<file path="src/rtl/lc3b_types.sv">
// Shared LC-3b cache/memory types: line type plus the memory-arbiter state and
// side encodings.
package lc3b_types;

  typedef logic [127:0] lc3b_c_line;

  typedef enum logic [2:0] {
    IDLE,
    SERVE_I,
    SERVE_D,
    RESP_I,
    RESP_D
  } arb_state_t;

  typedef enum logic {
    ARB_I,
    ARB_D
  } arb_side_t;

endpackage

</file>
<file path="src/rtl/mem_arbiter_reg.sv">
// Parameterized load-enabled register with asynchronous active-low clear.
module mem_arbiter_reg #(
  parameter int WIDTH = 16
) (
  input  logic             clk,
  input  logic             rst_n,
  input  logic             load,
  input  logic [WIDTH-1:0] d,
  output logic [WIDTH-1:0] q
);

  always_ff @(posedge clk or negedge rst_n) begin
    if (!rst_n)
      q <= '0;
    else if (load)
      q <= d;
  end

endmodule

</file>
<file path="src/rtl/mem_arbiter.sv">
// Round-robin arbiter sharing one physical-memory line port between the
// instruction-fetch and data-side cache miss paths; all outputs registered.
module mem_arbiter
  import lc3b_types::*;
#(
  parameter int ADDR_WIDTH  = 16,
  parameter int LINE_WIDTH  = 128,
  parameter int OFFSET_BITS = 4
) (
  input  logic                  clk,
  input  logic                  rst_n,
  input  logic                  i_read,
  input  logic [ADDR_WIDTH-1:0] i_addr,
  output logic [LINE_WIDTH-1:0] i_rdata,
  output logic                  i_resp,
  input  logic                  d_read,
  input  logic                  d_write,
  input  logic [ADDR_WIDTH-1:0] d_addr,
  input  logic [LINE_WIDTH-1:0] d_wdata,
  output logic [LINE_WIDTH-1:0] d_rdata,
  output logic                  d_resp,
  output logic                  pmem_read,
  output logic                  pmem_write,
  output logic [ADDR_WIDTH-1:0] pmem_address,
  output logic [LINE_WIDTH-1:0] pmem_wdata,
  input  logic [LINE_WIDTH-1:0] pmem_rdata,
  input  logic                  pmem_resp
);

  localparam logic [ADDR_WIDTH-1:0] OFFS_MASK =
    ADDR_WIDTH'((64'd1 << OFFSET_BITS) - 64'd1);

  arb_state_t state, state_nx;
  arb_side_t  last_grant, last_grant_nx;

  logic                  d_req;
  logic                  grant_i, grant_d;
  logic                  read_nx, write_nx;
  logic                  i_resp_nx, d_resp_nx;
  logic                  i_cap, d_cap;
  logic [ADDR_WIDTH-1:0] grant_addr;

  assign d_req      = d_read | d_write;
  assign grant_addr = (grant_d ? d_addr : i_addr) & ~OFFS_MASK;

  always_ff @(posedge clk or negedge rst_n) begin
    if (!rst_n) begin
      state      <= IDLE;
      last_grant <= ARB_I;
      pmem_read  <= 1'b0;
      pmem_write <= 1'b0;
      i_resp     <= 1'b0;
      d_resp     <= 1'b0;
    end else begin
      state      <= state_nx;
      last_grant <= last_grant_nx;
      pmem_read  <= read_nx;
      pmem_write <= write_nx;
      i_resp     <= i_resp_nx;
      d_resp     <= d_resp_nx;
    end
  end

  always_comb begin
    state_nx      = state;
    last_grant_nx = last_grant;
    grant_i       = 1'b0;
    grant_d       = 1'b0;
    read_nx       = pmem_read;
    write_nx      = pmem_write;
    i_resp_nx     = 1'b0;
    d_resp_nx     = 1'b0;
    i_cap         = 1'b0;
    d_cap         = 1'b0;

    case (state)
      IDLE: begin
        read_nx  = 1'b0;
        write_nx = 1'b0;
        // On a tie the side that did not win last time goes first.
        if (d_req && (!i_read || last_grant == ARB_I))
          grant_d = 1'b1;
        else if (i_read)
          grant_i = 1'b1;

        if (grant_d) begin
          state_nx      = SERVE_D;
          last_grant_nx = ARB_D;
          write_nx      = d_write;
          read_nx       = ~d_write;
        end else if (grant_i) begin
          state_nx      = SERVE_I;
          last_grant_nx = ARB_I;
          read_nx       = 1'b1;
        end
      end

      SERVE_I: begin
        if (pmem_resp) begin
          read_nx   = 1'b0;
          write_nx  = 1'b0;
          i_cap     = 1'b1;
          i_resp_nx = 1'b1;
          state_nx  = RESP_I;
        end
      end

      SERVE_D: begin
        if (pmem_resp) begin
          // Writes leave d_rdata untouched.
          d_cap     = pmem_read;
          read_nx   = 1'b0;
          write_nx  = 1'b0;
          d_resp_nx = 1'b1;
          state_nx  = RESP_D;
        end
      end

      RESP_I, RESP_D: begin
        state_nx = IDLE;
      end

      default: begin
        state_nx = IDLE;
        read_nx  = 1'b0;
        write_nx = 1'b0;
      end
    endcase
  end

  mem_arbiter_reg #(.WIDTH(ADDR_WIDTH)) u_addr_reg (
    .clk   (clk),
    .rst_n (rst_n),
    .load  (grant_i | grant_d),
    .d     (grant_addr),
    .q     (pmem_address)
  );

  mem_arbiter_reg #(.WIDTH(LINE_WIDTH)) u_wdata_reg (
    .clk   (clk),
    .rst_n (rst_n),
    .load  (grant_d),
    .d     (d_wdata),
    .q     (pmem_wdata)
  );

  mem_arbiter_reg #(.WIDTH(LINE_WIDTH)) u_i_rdata_reg (
    .clk   (clk),
    .rst_n (rst_n),
    .load  (i_cap),
    .d     (pmem_rdata),
    .q     (i_rdata)
  );

  mem_arbiter_reg #(.WIDTH(LINE_WIDTH)) u_d_rdata_reg (
    .clk   (clk),
    .rst_n (rst_n),
    .load  (d_cap),
    .d     (pmem_rdata),
    .q     (d_rdata)
  );

endmodule

</file>
<file path="config.mk">
export PLATFORM = sky130hd
export DESIGN_NAME = mem_arbiter
export DESIGN_NICKNAME = d
export VERILOG_FILES = /design/src/rtl/lc3b_types.sv /design/src/rtl/mem_arbiter_reg.sv /design/src/rtl/mem_arbiter.sv
export SDC_FILE = /design/constraint.sdc
export NUM_CORES = 1
export LEC_CHECK = 0
export ABC_CLOCK_PERIOD_IN_PS = 2200
export BUFFER_PORTS_ARGS = -buffer_cell sky130_fd_sc_hd__buf_2
export CAP_MARGIN = 25
export CORE_AREA = 3 3 270 272
export DETAILED_ROUTE_END_ITERATION = 7
export DIE_AREA = 0 0 273 275
export GPL_ROUTABILITY_DRIVEN = 0
export GPL_TIMING_DRIVEN = 0
export HOLD_SLACK_MARGIN = 0.15
export PLACE_DENSITY = 0.5
export SKIP_CTS_REPAIR_TIMING = 1
export SLEW_MARGIN = 10
export SYNTH_ARGS = -nofsm -noshare
export SYNTH_HDL_FRONTEND = slang
export SYNTH_SLANG_ARGS = --single-unit
</file>
<file path="constraint.sdc">
create_clock -name clk -period 2.2 [get_ports clk]
set_clock_uncertainty 0.1 [all_clocks]
set_input_delay 0.55 -clock clk [delete_from_list [all_inputs] [get_ports clk]]
set_output_delay 0.55 -clock clk [all_outputs]
set_load 0.01 [all_outputs]
</file>
# --- After elaboration in Yosys (flattened, before gate mapping) ---
# Cells that the tools add are included.
# W data, S select, Z words.
op_classes:
  n_addsub: 0
  multipliers: 0
  n_div: 0
  n_lt_le_gt_ge: 0
  eq_ne: 8
  shifts: 0
  n_mux: 26
  bitwise_logic: 5
  n_reduce_logical: 10
ops:
  columns: ["op", "count"]
  rows:
  - ["$mux W1", 18]
  - ["$mux W16", 1]
  - ["$mux W3", 4]
  - ["$pmux W3 S3", 1]
  - ["$eq A3 B2 Y1 const B", 2]
  - ["$pmux W1 S3", 2]
  - ["$ne A2 B2 Y1 const B", 2]
  - ["$reduce_and A2 Y1", 2]
  - ["$reduce_or A2 Y1", 2]
  - ["$eq A3 B1 Y1 const B", 1]
  - ["$eq A3 B3 Y1 const B", 1]
  - ["$logic_not A3 Y1", 1]
  - ["$ne A3 B3 Y1 const B", 1]
  - ["$not A1 Y1", 3]
  - ["$reduce_and A3 Y1", 1]
  - ["$ne A2 B1 Y1 const B", 1]
  - ["$or A1 B1 Y1", 2]
  - ["$reduce_bool A2 Y1", 1]
  - ["$logic_and A1 B1 Y1", 1]
  - ["$logic_not A1 Y1", 1]
  - ["$logic_or A1 B1 Y1", 1]
totals:
  reg_bits: 404
  latch_bits: 0
  mem_bits_rw: 0
  mem_bits_ro: 0
  output_inout_bits: 404
  mem_count: 0

# --- Depth between registers and ports, before layout ---
# Gate-level depths: netlist of the first run.
logic_depth:
  word_depth: 8
  depth_mapped: 6
  mapped_depth_nobuf: 3

# --- Cells and area by module ---
# A second synthesis of the first run with hierarchy kept.
hier_totals:
  cells_unflattened: 900
  hier_area_um2: 15732.6
modules_own_cells:
  columns: ["module", "instances", "cells_per_inst", "area_each_um2", "seq_area_each_um2"]
  rows:
  - ["mem_arbiter_reg (u_d_rdata_reg ...)", 3, 270, 4822.1, 3203.1]
  - ["mem_arbiter_reg (u_addr_reg)", 1, 34, 649.4, 400.4]
  - ["mem_arbiter", 1, 56, 616.8, 200.2]

# --- Worst setup path after synthesis of the first run ---
# OpenSTA, ideal clock, no wires.
synth_path:
  kind: "register to register"
  startpoint: "register state[2]"
  endpoint: "register u_i_rdata_reg.q[118]"
  setup_time_ps: 125
  arrival_time_ps: 1509
  setup_slack_ps: 466
  path_stages_with_launch: 6
  synth_period_minus_slack_ps: 1734
  cell_sequence: "dfrtp_1 > buf_2 > and4bb_2 > buf_4 > buf_2 > mux2_2"
synth_between:
  elab_chain_cells: 2
synth_rtl:
  columns: ["element", "line", "text"]
  rows:
  - ["from (decl)", "mem_arbiter.sv:33", "arb_state_t state, state_nx;"]
  - ["from (signal assigned)", "mem_arbiter.sv:55", "state <= state_nx;"]
  - ["$eq A3 B1 Y1", "mem_arbiter.sv:76", "case (state)"]
  - ["$mux W1", "mem_arbiter.sv:76", null]
  - ["named net i_cap", "mem_arbiter.sv:40", "logic i_cap, d_cap;"]
  - ["to (signal assigned)", "mem_arbiter_reg.sv:14", "q <= '0;"]
  - ["to (signal assigned)", "mem_arbiter_reg.sv:16", "q <= d;"]
  - ["to (decl)", "mem_arbiter_reg.sv:9", "output logic [WIDTH-1:0] q"]
# The timed path passes the listed nets, and every way through them passes these cells.
# A chain may end at the register's enable or synchronous reset.

# --- Worst setup path in the final report of the first run ---
layout_path:
  startpoint: "register state[0]"
  endpoint: "register u_d_rdata_reg.q[118]"
layout_between:
  elab_chain_cells: 2
layout_rtl:
  columns: ["element", "line"]
  rows:
  - ["$eq A3 B2 Y1", "mem_arbiter.sv:76"]
  - ["$mux W1", "mem_arbiter.sv:76"]
  - ["to (signal assigned)", "mem_arbiter_reg.sv:14"]
  - ["to (signal assigned)", "mem_arbiter_reg.sv:16"]
  - ["to (decl)", "mem_arbiter_reg.sv:9"]
# Every way passes these cells.

==> results of run 1 <==
-- worst paths after layout --
check,from,endpoint,slack [ns]
max,state[0],u_d_rdata_reg.q[118],0.15
min,pmem_rdata[27],u_i_rdata_reg.q[27],0.17
max reg2reg,state[0],u_d_rdata_reg.q[118],0.15
min reg2reg,u_wdata_reg.q[40],u_wdata_reg.q[40],0.38
max in group asynchronous,rst_n,u_d_rdata_reg.q[8],0.23
min in group asynchronous,rst_n,u_wdata_reg.q[1],0.41
-- layout make-up --
type | instances | area share, %
flip-flops and latches | 404 | 41.84
diodes | 1 | 0.01036
well taps | 950 | 4.919
clock inverters | 22 | 1.300
inverters | 1 | 0.01553
plain buffers | 55 | 1.957
clock buffers | 60 | 5.230
multi-input cells | 462 | 19.85
repair buffers | 935 | 24.88
-- kinds of logic after synthesis --
| logic type | count (synthesis) | share of synthesized area, % |
|---|---|---|
| other cells | 1 | 0.02447 |
| compound gates | 46 | 1.927 |
| simple gates | 28 | 1.061 |
| flops | 404 | 65.98 |
| mux | 384 | 28.22 |
| buf+inv | 56 | 2.793 |
-- placed cells by master (no fill, tap or decap), types with 2 or more instances in the layout --
cell           count
a21oi_1           13
and4bb_2           2
buf_16             4
buf_2            690
buf_4             13
buf_6             22
buf_8              3
bufinv_16          7
clkbuf_1          14
clkbuf_16         46
clkbuf_4           6
clkbuf_8           6
clkinv_2           8
clkinvlp_4         4
conb_1             4
dfrtp_1          404
dlygate4sd3_1    246
mux2_1           109
mux2_2           275
nand2_1            3
nand2b_1           2
nor2_1            12
nor3_1             3
nor3b_1            2
o21ai_0           13
o2bb2ai_1          2
o31ai_1           12
-- layer usage --
layer / vias up / global-route usage, % / part of all wire [%]
li1: 5244 / - / -
met1: 5785 / 13.52 / 37
met3: 79 / 3.724 / 6.7
met4: 0 / 4.593 / 2.8
met2: 414 / 22.61 / 53
met5: - / 0 / 0
-- Yosys cell counts --
cell type,n,area [µm²]
a21boi_0,1,7.510
nor3_4,1,16.27
nand2_1,3,11.26
and4bb_2,2,25.02
o21ai_0,13,65.06
conb_1,1,3.750
nor2b_1,1,6.260
nand2b_1,2,12.51
nor3_1,3,15.01
nor4bb_1,1,10.01
a21oi_1,13,65.06
a311o_1,1,10.01
a2111oi_0,1,8.760
buf_6,21,236.5
a22o_1,1,8.760
or3_1,1,6.260
mux2_1,109,1227
o31ai_1,12,90.09
dfrtp_1,404,10110
inv_1,1,3.750
o2bb2ai_1,2,17.52
o21bai_1,1,7.510
mux2_2,275,3097
a2bb2oi_2,1,15.01
clkbuf_1,6,22.52
buf_4,10,75.07
nor2_1,12,45.04
buf_2,18,90.09
nor3b_1,2,15.01
-- state kept, by name, indices dropped and copies added (netlist names) --
register and flops:
d_resp 1, i_resp 1, last_grant 1, pmem_read 1, pmem_write 1, state 3, u_addr_reg.q 12, u_d_rdata_reg.q 128
u_i_rdata_reg.q 128, u_wdata_reg.q 128
-- per-stage QoR --
step                      setup WS, ns  cells  instance area, µm²  hold WS, ns
after CTS                      -0.3210   2643               21650      -0.2212
after global placement          -7.472   2557               19950       0.3678
after global routing           0.01563   2890               24160       0.1514
after detailed placement       -0.4208   2561               20070       0.3754
final                           0.1484   2890               24160       0.1716
after floorplan                 0.4658    922               15330       0.1544
-- power by group through the flow --
stage               registers, mW  clock network, mW  logic (mW)
global placement             13.0                  0        13.1
global route                 13.5               8.58        14.5
floorplan                    14.8                  0        5.21
CTS                          13.0               8.27        13.3
detailed placement           13.1                  0        13.3
finish                       13.0               7.99        13.4
==> results, run 1 <==
- The number of antenna violations at the first check in global routing came to 1.
- The logic depth of the worst register-to-register path is 6.
- The net load switching power is roughly 12 mW.
- The ratio of final minimum period to clock period is around 93%.
- Summed over all layers, the routed wires come to between 50000 and 60000 µm.
- The endpoint required time on the critical path is approximately 2.5 ns.
- The number of buffers on the longest clock path is 3.
- The count of fill cells added during filler insertion is 7050.
- The yosys synthesis warning count is 0.
- Dividing total power by cell area gives a power density of 1425 mW/mm².
- The final count of negative-setup-slack endpoints is 0.
- For this design the top-level I/O count stands at between 600 and 700.
- After synthesis the cells add up to 0.01532 mm².
- During placement, the flow inserted port buffers numbering 685.
- The die is 275 µm tall.
- The worst supply voltage drop on vdd is 0.7056 mV.
- The post-detailed-route DRC marker count is 0.
- The arrival time reported for the critical path endpoint is 2.39 ns.
- Registers take 0.01011 mm².
- The region available for standard cell placement spans around 0.071 mm².
- The count of cell instances traversed by the critical path is 6.
- The first-pass GRT wire length is 71570 µm.
- The routed wire length per instance is around 18 µm.
- For this block, the via count after detailed routing is 11520.
- Net switching is 33.93% of the power.
- The tightest slew margin relative to the limit is 65.29%.
- In this run, synthesis produced a sequential element count of 404.
- The growth of design area from synthesis to finish is 57.69%.
- The total number of H-tree levels is 2.
- The CTS buffer count is 45.
- The tree is rooted in a clkbuf_16.
- Counting I/O delays and the setup requirement, the final critical path takes 2.052 ns.
- TritonCTS built the clock tree.
- The final-report max-slew violation count came to 0.
- The ratio of cells with drive above 1 in the final layout is 56.27%.
- Among the stages of the critical path, the cell type that occurs most often is buf_4.
- Per report_power, the clock group accounts for 23.2% of the total.
- The critical path in this run is classified as reg -> reg.
- The largest single stage delay on the critical path is 0.35 ns.
- The number of cell rows is 98.
- The number of sinks on the clock net is ~400.
- Summed over all cells, the static leakage comes to 11.56 nW.
- In the final layout, the multi-input gates occupy between 0.004 and 0.005 mm².
- Across every metal layer, demand over resource in global routing totals 12.39%.
- The detailed-route vias per instance is 3.987.
- Setup repair after global routing left no endpoint under its margin.
- The class of the most critical hold timing path is in -> reg.
- Summed over all failing endpoints, the final setup total negative slack is 0 ns.
- The mean area per synthesized cell is around 17 µm².
- Once layout is complete, the utilization of the core stands at 34.03%.
- The initial standard-cell utilization of the core is 21.58%.
- The cell family contributing the most delay on the critical path is buffers and inverters.
- The slowest cell on the critical path is mux2_2.
- The maximum fanout along the worst path is 10.
- The number of cells on the worst hold path is 2.
- The area of the die is 0.07508 mm².
- The worst setup path is launched from a register.
- The via count of the first global-routing pass is roughly 12000.
- The sequential group share of total power is a little under two fifths.
- Summed over all nets, the half-perimeter wirelength after detailed placement is approximately 38000 µm.
- The detailed-router iteration count before antenna repair is 4.
- Combinational logic is responsible for 39.0% of the overall power.
- At the pin with the least slew margin, the transition time is 0.5207 ns.
- The global route total overflow is 0.
- Entering global routing, the biggest net connects 97 pins.
- The gate count of the mapped netlist is 919.
- The run finished with clean final reports.
- The hold violation total from the final report is 0.
- The max capacitance violation total is 0.
- The detailed router finished its first iteration with between 200 and 300 violations.
- The number of buffer and inverter stages on the critical path is 3.
- The count of nets left with antenna violations after detail routing is 0.
- Summing internal, switching and leakage power gives 34.42 mW.
- The horizontal die dimension is around 270 µm.
- The kind of end point of the critical path is a register.
- The signal on the critical path passes through buf_2 -> and4bb_2 -> nand2_1 -> buf_4 -> buf_4 -> mux2_2.
- Internal power comes to 22.74 mW.
- After clock tree synthesis, the clock-pin slew on the worst setup and hold paths is 0.06 ns.
- In the final design database the tool counted 2198 nets.
- Synthesis instantiated 29 different standard cells from the library.
- Sequential cells were found to cover 65.98% of the synthesized design area.
- The clock reaches the later pin of the worst-skew pair after 0.54 ns.
- The maximum clock rate is 487.4 MHz.
Power figures use the tool's default switching activity.
==> inputs of run 2 (changes only) <==
CELL_PAD_IN_SITES_DETAIL_PLACEMENT = 1   (was unset)
CELL_PAD_IN_SITES_GLOBAL_PLACEMENT = 1   (was unset)
PLACE_DENSITY = 0.58   (was 0.5)
RECOVER_POWER = 25   (was unset)
==> run 2 against run 1 <==
  * The run now ends with negative hold slack left
  * Register-to-register slack lost 0.08 ns
  * Flip-flop and latch count stayed put
  * Die area stayed put
  * Highest routed layer is now met5
==> results, run 2 (synthesized netlist as in run 1, its figures left out) <==
- STA classifies the critical path endpoint as a register.
- The die height is 275 µm (unchanged).
- The post-detailed-route DRC marker count was 0 (unchanged).
- The slack of the critical path is 0.06642 ns (-0.08202 ns).
- By instance count, the cell type seen most on the critical path is buf_2.
- The leading cell type in the layout, fill and taps excluded is buf_2.
- The count of nets left with antenna violations after detail routing is 0 (unchanged).
- The maximum fanout along the worst path is 10 (unchanged).
- The final reports fail on negative hold slack.
- The slew at the pin with the worst max-slew slack is 1.390 ns (+0.8696 ns).
- The maximum clock rate was 468.7 MHz (-3.8%).
- The routed wire length per instance was 19.46 µm (+11%).
- The clock-pin transition on the worst setup and hold timing paths was 0.06 ns (about the same).
- The number of buffers inserted by port buffering is 685 (unchanged).
- The tightest slew margin relative to the limit is 7.315% (-58 points).
- The number of top-level pins is 698 (unchanged).
- Leaving out fill and tap cells, the most frequent cells in the layout are buf_2 (693), dfrtp_1 (404), mux2_2 (275).
- The setup total negative slack was 0 ns (unchanged).
- The floorplan core area is 0.07100 mm² (unchanged).
- The number of cell rows is 98 (unchanged).
- The max capacitance violation total came to 0 (unchanged).
- TritonCTS built the clock tree.
- The total via count after detailed routing was 11710 (+1.6%).
- The total global-route track usage is 13.15% (+0.76 points).
- The detailed-route vias per instance is 4.054 (+1.7%).
- The arrival time reported for the critical path endpoint is 2.48 ns (+0.09 ns).
- The power density normalized to cell area is 1429 mW/mm² (+0.30%).
- The total number of H-tree levels is 2 (unchanged).
- The HPWL reported at the end of detailed placement came to 41320 µm (+8.0%).
- The cell class contributing the biggest share of worst-path delay is buffers and inverters.
- The initial standard-cell utilization of the core came to 21.58% (unchanged).
- The clock network latency to the later pin of the worst-skew pair was 0.57 ns (+0.03 ns).
- Walking the worst path, the cells encountered are buf_2 -> and4bb_2 -> buf_4 -> buf_2 -> mux2_2.
- The number of buffers on the longest clock path was 3 (unchanged).
- The setup slack at placement is -0.3609 ns (+0.05992 ns).
- The pin count of the biggest net entering global routing is 104 (+7.2%).
- The static leakage is 11.50 nW (-0.47%).
- The area of all placed cells without fillers is 0.02402 mm² (-0.59%).
- The number of antenna violations at the first check in global routing came to 3 (+2).
- The final hold slack was -0.2023 ns (-0.3739 ns).
- The CTS root buffer is clkbuf_16.
- Setup repair after global routing could not meet its margin everywhere.
- The instance area after placement is 0.02007 mm² (unchanged).
- The detailed-router iteration count before antenna repair was 4 (unchanged).
- The ratio of final minimum period to clock period is 96.98% (+3.7 points).
- The ratio of cells with drive above 1 in the final layout is 55.91% (-0.35 points).
- The slowest stage of the critical path is the and4bb_2 cell.
- The worst supply voltage drop on vdd is 0.6845 mV (-3.0%).
- The class of the most critical hold timing path is in -> async.
- The growth of design area from synthesis to finish is 56.76%.
- The largest stage delay on the critical path is 0.40 ns (+0.05 ns).
- The number of sinks on the clock net is 404 (unchanged).
- The number of buffer and inverter stages on the critical path was 3 (unchanged).
- The endpoint required time on the critical path was 2.54 ns (about the same).
- The CTS buffer count is 45 (unchanged).
- The via count of the first global-routing pass is 11780 (+2.0%).
- The number of nets at the end of the flow is 2200 (+0.091%).
- The area of the die was 0.07508 mm² (unchanged).
- The final-report max-slew violation count was 0 (unchanged).
- The final wirelength came to 56220 µm (+11%).
- The horizontal die dimension is 273 µm (unchanged).
- The post-layout minimum cycle time is 2.134 ns (+0.08202 ns).
- The startpoint type of the worst setup path is a register.
- The global route total overflow is 0 (unchanged).
- The flow ran to the end, but the final reports show violations.
- The DRC marker count from the first detailed-route iteration is 283 (+8.4%).
- The first-pass GRT wire length is 75350 µm (+5.3%).
- The largest registers in the layout are u_d_rdata_reg.q x128, u_i_rdata_reg.q x128, u_wdata_reg.q x128.
- The critical setup path kind is reg -> reg.
- The hold violation total from the final report is 54 (+54).
- The final core area utilization is 33.83% (-0.20 points).
- The final count of negative-setup-slack endpoints is 0 (unchanged).
## run 2: changes by cell type in the layout (fill, tap and decap cells not counted), sizes merged
cell	before	now
bufinv	7	3
inv	2	1
diode	1	2
clkinvlp	4	1
clkinv	10	8
dlygate4sd3	246	248
clkbuf	72	79
buf	732	731
## run 2: stage by stage
step,total power [mW],cells
after floorplan,20.01,922
after CTS,34.43,2639
after global placement,26.22,2557
after detailed placement,26.69,2561
final,34.32,2889
after global routing,36.45,2889
## run 2: metal layers
| layer | global-route usage, % | share of wire (%) | vias up | wire length [µm] |
|---|---|---|---|---|
| met1 | 14.08 | 36 | 5914 | 20470 |
| li1 | - | - | 5239 | - |
| met2 | 24.09 | 53 | 438 | 29750 |
| met5 | 0 | 0.020 | - | 11 |
| met3 | 4.465 | 7.3 | 118 | 4100 |
| met4 | 4.607 | 3.4 | 2 | 1893 |
## run 2: area by class of cell
class / instances / area, µm²
multi-input combinational: 462 / 4797
tap: 950 / 1189
inverter: 1 / 3.754
antenna: 2 / 5.005
clock inverter: 12 / 148.9
fill: 7782 / 46980
buffer: 55 / 450.4
timing repair buffer: 937 / 6011
sequential: 404 / 10110
clock buffer: 66 / 1306
## run 2: final timing paths
path	start	to	cells past startpoint	slack, ns
min in group clk	pmem_rdata[40]	u_i_rdata_reg.q[40]	2	0.17
worst min register to register	u_wdata_reg.q[72]	u_wdata_reg.q[72]	1	0.38
worst min-delay path	rst_n	u_i_rdata_reg.q[82]	1	-0.20
worst max register to register	state[2]	u_i_rdata_reg.q[107]	5	0.07
worst max-delay path	state[2]	u_i_rdata_reg.q[107]	5	0.07
max in group asynchronous	rst_n	u_d_rdata_reg.q[11]	2	0.33
## run 2: report_power, final
part	leakage, nW	internal [mW]	switching (mW)
logic	5.92	6.67	7.06
clock network	0.715	4.45	3.06
registers	4.86	11.2	1.89
